**config.mk**
```make
export PLATFORM = sky130hd
export DESIGN_NAME = instruction_fetch_unit
export DESIGN_NICKNAME = d
export VERILOG_FILES = /design/src/rtl/instruction_fetch_unit.sv
export SDC_FILE = /design/constraint.sdc
export NUM_CORES = 1
export LEC_CHECK = 0
export BUFFER_PORTS_ARGS = -buffer_cell sky130_fd_sc_hd__buf_2
export CORE_UTILIZATION = 45
export CTS_BUF_LIST = sky130_fd_sc_hd__clkbuf_4
export DETAILED_ROUTE_END_ITERATION = 10
export PLACE_DENSITY_LB_ADDON = 0.25
export SYNTH_ARGS = -nofsm -noshare
export SYNTH_HDL_FRONTEND = slang
export SYNTH_SLANG_ARGS = --single-unit
```
**constraint.sdc**
```tcl
create_clock -name clk -period 3.1 [get_ports clk]
set_input_delay 0.155 -clock clk [delete_from_list [all_inputs] [get_ports clk]]
set_output_delay 0.155 -clock clk [all_outputs]
set_load 0.005 [all_outputs]
```
**src/rtl/instruction_fetch_unit.sv**
```systemverilog
// instruction_fetch_unit: IF stage owning the PC, driving instruction memory and loading the IF/ID register
// Ports: clk/rst (async active-high); stall holds PC and IF/ID; branch_taken/branch_target redirect and flush;
//        instruction_in is the zero-latency memory read data; imem_address = PC; if_id_* is the IF/ID register;
//        halted is high in HALT. Optional FETCH_PERF_COUNT_EN adds fetch_count (captured-instruction count).
module instruction_fetch_unit #(
    parameter logic [31:0] RESET_PC  = 32'd0,
    parameter logic [31:0] MEM_DEPTH = 32'd7,
    parameter logic [31:0] PC_INCR   = 32'd1
) (
    input  logic        clk,
    input  logic        rst,
    input  logic        stall,
    input  logic        branch_taken,
    input  logic [31:0] branch_target,
    input  logic [31:0] instruction_in,
    output logic [31:0] imem_address,
    output logic [31:0] if_id_instruction,
    output logic [31:0] if_id_pc_plus1,
    output logic        if_id_valid,
`ifdef FETCH_PERF_COUNT_EN
    output logic [31:0] fetch_count,
`endif
    output logic        halted
);
    typedef enum logic {RUN, HALT} state_t;
    state_t      r_state, w_state_next;
    logic [31:0] r_pc, w_pc_next, w_pc_inc;
    logic [31:0] r_instr, w_instr_next;
    logic [31:0] r_pc1, w_pc1_next;
    logic        r_valid, w_valid_next;
    assign w_pc_inc          = r_pc + PC_INCR;
    assign imem_address      = r_pc;
    assign if_id_instruction = r_instr;
    assign if_id_pc_plus1    = r_pc1;
    assign if_id_valid       = r_valid;
    assign halted            = (r_state == HALT);
    always_ff @(posedge clk or posedge rst) begin
        if (rst) begin
            r_state <= RUN;
            r_pc    <= RESET_PC;
            r_instr <= '0;
            r_pc1   <= '0;
            r_valid <= 1'b0;
        end else begin
            r_state <= w_state_next;
            r_pc    <= w_pc_next;
            r_instr <= w_instr_next;
            r_pc1   <= w_pc1_next;
            r_valid <= w_valid_next;
        end
    end
    // Priority: branch flush > stall hold > HALT bubble > normal fetch.
    always_comb begin
        w_state_next = r_state;
        w_pc_next    = r_pc;
        w_instr_next = r_instr;
        w_pc1_next   = r_pc1;
        w_valid_next = r_valid;
        if (branch_taken) begin
            w_pc_next    = branch_target;
            w_instr_next = '0;
            w_pc1_next   = '0;
            w_valid_next = 1'b0;
            w_state_next = (branch_target >= MEM_DEPTH) ? HALT : RUN;
        end else if (!stall) begin
            if (r_state == HALT) begin
                w_instr_next = '0;
                w_pc1_next   = '0;
                w_valid_next = 1'b0;
            end else begin
                w_instr_next = instruction_in;
                w_pc1_next   = w_pc_inc;
                w_valid_next = 1'b1;
                w_pc_next    = w_pc_inc;
                w_state_next = (w_pc_inc >= MEM_DEPTH) ? HALT : RUN;
            end
        end
    end
`ifdef FETCH_PERF_COUNT_EN
    logic        w_capture;
    logic [31:0] r_fetch_count;
    assign w_capture   = !branch_taken && !stall && (r_state == RUN);
    assign fetch_count = r_fetch_count;
    always_ff @(posedge clk or posedge rst) begin
        if (rst) r_fetch_count <= '0;
        else if (w_capture) r_fetch_count <= r_fetch_count + 32'd1;
    end
`endif
endmodule
```
==> flow_summary.json, run 1 <==
{
  "power_density_nw_per_um2": 367,
  "max_freq_mhz": 350,
  "post_cts_buffers": 0,
  "worstSetupStartpoint": "imem_address[4]",
  "min_period_over_period_pct": 92.1,
  "antenna_cells": 0,
  "h-tree-depth": 3,
  "syn-instance-count": 542,
  "place_area_um2": 5950,
  "yosys-top-cells-area": "dfrtp_1 48%, xnor2_1 7.2%, a22o_1 6.2%, nand2_1 6.0%, o21ai_0 5.7%",
  "worstReg2RegEnd": "halted",
  "floorplan.die.height_um": 108,
  "cp_common_cell": "or4_4",
  "grt_pass1_vias": 4639,
  "final.setup.worst_slack_ps": 244,
  "hp-class": "in -> reg",
  "path_max_fanout": 9,
  "hpwlAfterDp_um": 10200,
  "leakagePower_nw": 3.12,
  "syn-cell-area_um2": 5090,
  "vias": 4791,
  "layout.cells.non_filler": 887,
  "start_kind": "flip-flop",
  "critPathKind": "reg -> reg",
  "timing.final.crit_period_ps": 2860,
  "ys_ff_latch": 98,
  "cts_resized": 0,
  "final-setup-viol-count": 0,
  "path_clk_slew_ps": 160,
  "drv_slew": 0,
  "dr.pass1.iters": 5,
  "avgRoutedWirePerCell_um": 16.8,
  "postLayoutCellArea_um2": 6730,
  "relSlewSlack_pct": 47.4,
  "synth-seq-area-share_pct": 48.2,
  "yosysTopAreaCellShare_pct": 48.2,
  "cts_tree": "yes",
  "final.setup.tns_ps": 0,
  "grt_max_degree": 65,
  "final_hold_viol_count": 0,
  "post-place-ws_ps": 295,
  "r2r-start": "imem_address[4]",
  "clock-root-buffer": "clkbuf_4",
  "finalClockSkew_ps": 19.4,
  "dp.cells": 807,
  "clock_sinks": 98,
  "ir_drop_v": 0.000181,
  "maxCapViolCount": 0,
  "avgSynthCellArea_um2": 9.39,
  "tightest_slew_ps": 789,
  "port_buffers": 165,
  "drive_gt1_share_pct": 27.3,
  "slowest_stage": "or4_4",
  "ys_warn_count": 0,
  "cts_hold_buf": 65,
  "rsz0062_at_grt": "false",
  "yosys.area.top_type": "dfrtp_1",
  "ant_nets": 0,
  "grt_usage_pct": 25.8,
  "viasPerCell": 5.40,
  "slowest_delay_ps": 640,
  "reg2regPathDepth": 7,
  "drt_iter0_markers": 285,
  "place.gp.congestion": 0.888,
  "cp-end-kind": "flip-flop",
  "routed_wl_um": 14900,
  "cts_buffers": 9,
  "nets": 813,
  "hold_ws_ps": 189,
  "crit_path_cell_trace": "nand4_4 > or4_4 > or4_4 > a21oi_2 > nand3_1 > nor4_1 > a41oi_1",
  "required_ps": 3420,
  "insertion_delay_ps": 450,
  "dieArea_um2": 11700,
  "grt_remaining_overflow": 0,
  "boundaryPins": 166,
  "start_util_pct": 46.5,
  "grt_pass1_wl_um": 23100,
  "drc": 0,
  "ys_types": 45,
  "core_um2": 10900,
  "outcome": "complete, no violations",
  "num_rows": 38,
  "ff2ff_setup_slack_ps": 240,
  "syn2layout_area_growth_pct": 32.2,
  "hold_start": "branch_taken",
  "cts_buffer_depth": 2,
  "antenna_found_initial": 0,
  "cp.arrival_ps": 3180,
  "endpoint": "halted",
  "syn_nets": 612,
  "die_w_um": 108
}
-- worst max-delay path, delay by kind of cell (launching register included) --
family,cells,cell delay (ps)
and+or+nand+nor,5,1840
DFF,1,590
AOI/OAI and AO/OA,2,290
-- worst min-delay path by stage --
stage / end / slack (ps) / depth (start not counted)
after detailed placement: if_id_instruction[17] / 360 / 2
after global placement: if_id_instruction[18] / 350 / 2
final: imem_address[28] / 190 / 3
after floorplan: imem_address[0] / 280 / 2
after global routing: if_id_valid / 200 / 4
after CTS: imem_address[28] / 180 / 3
-- power by group --
group	internal (W)	switching, W
sequential	0.00131	0.0000984
clock	0.000243	0.000434
combinational	0.000199	0.000183
total	0.00176	0.000715
-- layout by cell type, fill, tap and decap left out, types with 20 or more instances in the layout --
cell type,instances
a22o_1,36
buf_2,165
dfrtp_1,98
dlygate4sd3_1,65
nand2_1,81
nand3_1,20
nor2_1,31
o21ai_0,58
xnor2_1,42
xor2_1,27
-- cell type report --
class / instances / area [µm²]
fillers: 936 / 4210
inverters: 5 / 21.3
multi-input cells: 387 / 2380
well taps: 140 / 175
flip-flops and latches: 98 / 2450
clock inverters: 6 / 66.3
repair buffers: 242 / 1570
clock buffers: 9 / 67.6
-- cell usage after synthesis (all sizes together) --
library cell   n
a2111oi        1
a211o          1
a211oi         2
a21oi          4
a22o          36
a22oi          1
a311oi         2
a31oi          2
a41oi          1
and2           1
and3           4
and4           4
buf           18
clkbuf        34
dfrtp         98
ha             2
inv            5
maj3           1
mux2           1
nand2         81
nand2b         2
nand3         20
nand4         15
nor2          32
nor2b          3
nor3          16
nor3b          1
nor4          10
nor4b          1
o21ai         60
o22ai          2
o31ai          2
or2            3
or3            4
or4            3
xnor2         42
xor2          27
-- cell families after synthesis --
logic type | after synthesis | share of synthesized area, %
buffers and inverters | 57 | 5.24
multiplexers | 1 | 0.221
XOR/XNOR | 69 | 11.9
flip-flops | 98 | 48.2
AND/OR/NAND/NOR | 200 | 19.1
adder cells (fa/ha/maj) | 3 | 0.688
AO/OA/AOI/OAI | 114 | 14.7
-- per-layer routing --
| metal | vias to the layer above | wire length, µm | track usage, % |
|---|---|---|---|
| met4 | 0 | 398 | 11.7 |
| li1 | 2280 | - | - |
| met3 | 28 | 967 | 3.56 |
| met5 | - | 0 | 0 |
| met2 | 195 | 6880 | 42.5 |
| met1 | 2288 | 6690 | 33.7 |
-- registers in the layout, indices dropped and copies added (netlist names) --
name and flops:
imem_address 32, if_id_valid 1, halted 1, if_id_instruction 32, if_id_pc_plus1 32
-- per-stage QoR --
| stage | utilization [%] | total power (W) |
|---|---|---|
| 2_1_floorplan | - | 0.00162 |
| 3_5_place_dp | 54.4 | 0.00175 |
| 6_report | 61.5 | 0.00247 |
| 4_1_cts | 61.5 | 0.00249 |
| 5_1_grt | 61.5 | 0.00259 |
| 3_3_place_gp | 54.4 | 0.00174 |
Power figures use the tool's default switching activity.
==> run 2: changes to the inputs <==
CELL_PAD_IN_SITES_DETAIL_PLACEMENT = 1   (was default)
CELL_PAD_IN_SITES_GLOBAL_PLACEMENT = 1   (was default)
CORE_UTILIZATION = 39   (was 45)
MAX_ROUTING_LAYER = met4   (was default)
==> run 2 against run 1 <==
Via count up 0.21%. Non-clock buffer count shrank 2. Total power shrank 2.1%. Sequential power hardly changed. First-iteration DRC count down 14%. Clock power down 8.9%. Clock skew is 4.6 ps lower. Clock-buffer cell count stayed put. Critical endpoint unchanged. Largest cell class unchanged. Largest power group unchanged.
==> flow_summary.json, run 2 (same netlist as run 1, synthesis figures left out) <==
{
  "antenna_found_initial": 0,
  "drv_slew": 0,
  "start_util_pct": 40.2,
  "cts_tree": "yes",
  "relSlewSlack_pct": 50.0,
  "dieArea_um2": 13500,
  "cp-end-kind": "flip-flop",
  "grt_max_degree": 60,
  "finalClockSkew_ps": 14.8,
  "leakagePower_nw": 3.10,
  "tightest_slew_ps": 751,
  "place.gp.congestion": 0.873,
  "vias": 4801,
  "cts_buffers": 9,
  "port_buffers": 165,
  "layout_common_cells": "165 x buf_2, 98 x dfrtp_1, 81 x nand2_1, 65 x dlygate4sd3_1, 58 x o21ai_0",
  "rsz0062_at_grt": "false",
  "cts_hold_buf": 65,
  "outcome": "complete, no violations",
  "drc": 0,
  "hold_start": "stall",
  "cts_resized": 0,
  "hold_ws_ps": 135,
  "power_density_nw_per_um2": 360,
  "syn2layout_area_growth_pct": 32.3,
  "num_rows": 41,
  "min_period_over_period_pct": 91.4,
  "r2r-start": "imem_address[0]",
  "dr.pass1.iters": 4,
  "maxCapViolCount": 0,
  "nFillCells": 1494,
  "layout_commonest_cell": "buf_2",
  "timing.final.crit_period_ps": 2830,
  "worstSetupStartpoint": "imem_address[0]",
  "max_freq_mhz": 353,
  "final-setup-viol-count": 0,
  "clock_sinks": 98,
  "grt_pass1_wl_um": 26100,
  "avgRoutedWirePerCell_um": 18.1,
  "floorplan.die.height_um": 116,
  "grt_usage_pct": 26.3,
  "required_ps": 3460,
  "boundaryPins": 166,
  "die_w_um": 116,
  "core_um2": 12700,
  "hp-class": "in -> reg",
  "ant_nets": 0,
  "cts_buffer_depth": 2,
  "final_hold_viol_count": 0,
  "post_cts_buffers": 0,
  "clock-root-buffer": "clkbuf_4",
  "viasPerCell": 5.23,
  "grt_pass1_vias": 4970,
  "h-tree-depth": 3,
  "drt_iter0_markers": 246,
  "grt_remaining_overflow": 0,
  "nets": 811,
  "ir_drop_v": 0.000188,
  "drive_gt1_share_pct": 26.9,
  "cp.arrival_ps": 3190,
  "path_clk_slew_ps": 150,
  "critPathKind": "reg -> reg",
  "hpwlAfterDp_um": 11400,
  "path_max_fanout": 9,
  "insertion_delay_ps": 480,
  "final.setup.tns_ps": 0,
  "final_util_pct": 53.1,
  "routed_wl_um": 16600,
  "start_kind": "flip-flop",
  "antenna_cells": 0
}
[run 2: where the power goes]
group	switching, W	internal [W]
clock network	0.000455	0.000163
registers	0.000104	0.00131
logic	0.000188	0.000197
[run 2: routing by layer]
layer / wire [µm] / track usage (%)
met5: 0 / -
met4: 346 / 9.57
met3: 693 / 3.68
met2: 7740 / 42.7
met1: 7820 / 33.3
[run 2: final timing paths]
path                       depth (start not counted)                    end  slack (ps)
setup / recovery                                   8                 halted         270
hold / removal                                     4     if_id_pc_plus1[16]         130
setup reg to reg                                   8                 halted         270
hold reg to reg                                    2            if_id_valid         490
max in group asynchronous                          4   if_id_instruction[2]        1940
min in group asynchronous                          3  if_id_instruction[31]         360
[run 2: layout make-up]
class,count,area (µm²),area share (%)
well taps,172,215,3.20
clock buffers,9,67.6,1.00
flip-flops and latches,98,2450,36.4
inverters,5,21.3,0.316
multi-input cells,387,2380,35.4
clock inverters,7,45.0,0.669
repair buffers,240,1550,23.0
[run 2: through the flow]
stage               setup slack (ps)  std cells  power [W]  area (µm²)
finish                           267        918    0.00242        6730
global route                    30.2        918    0.00254        6730
CTS                              282        918    0.00244        6730
detailed placement               302        837    0.00176        5970
global placement                 423        837    0.00175        5970
floorplan                        373        542    0.00162        5090
[run 2: critical path: stages (launching register included)]
cell,delay (ps)
dfrtp_1,530
ha_1,230
nand3_1,170
or4_4,530
or4_4,550
a21oi_2,140
nand3_1,80
nor4_1,330
a41oi_1,150
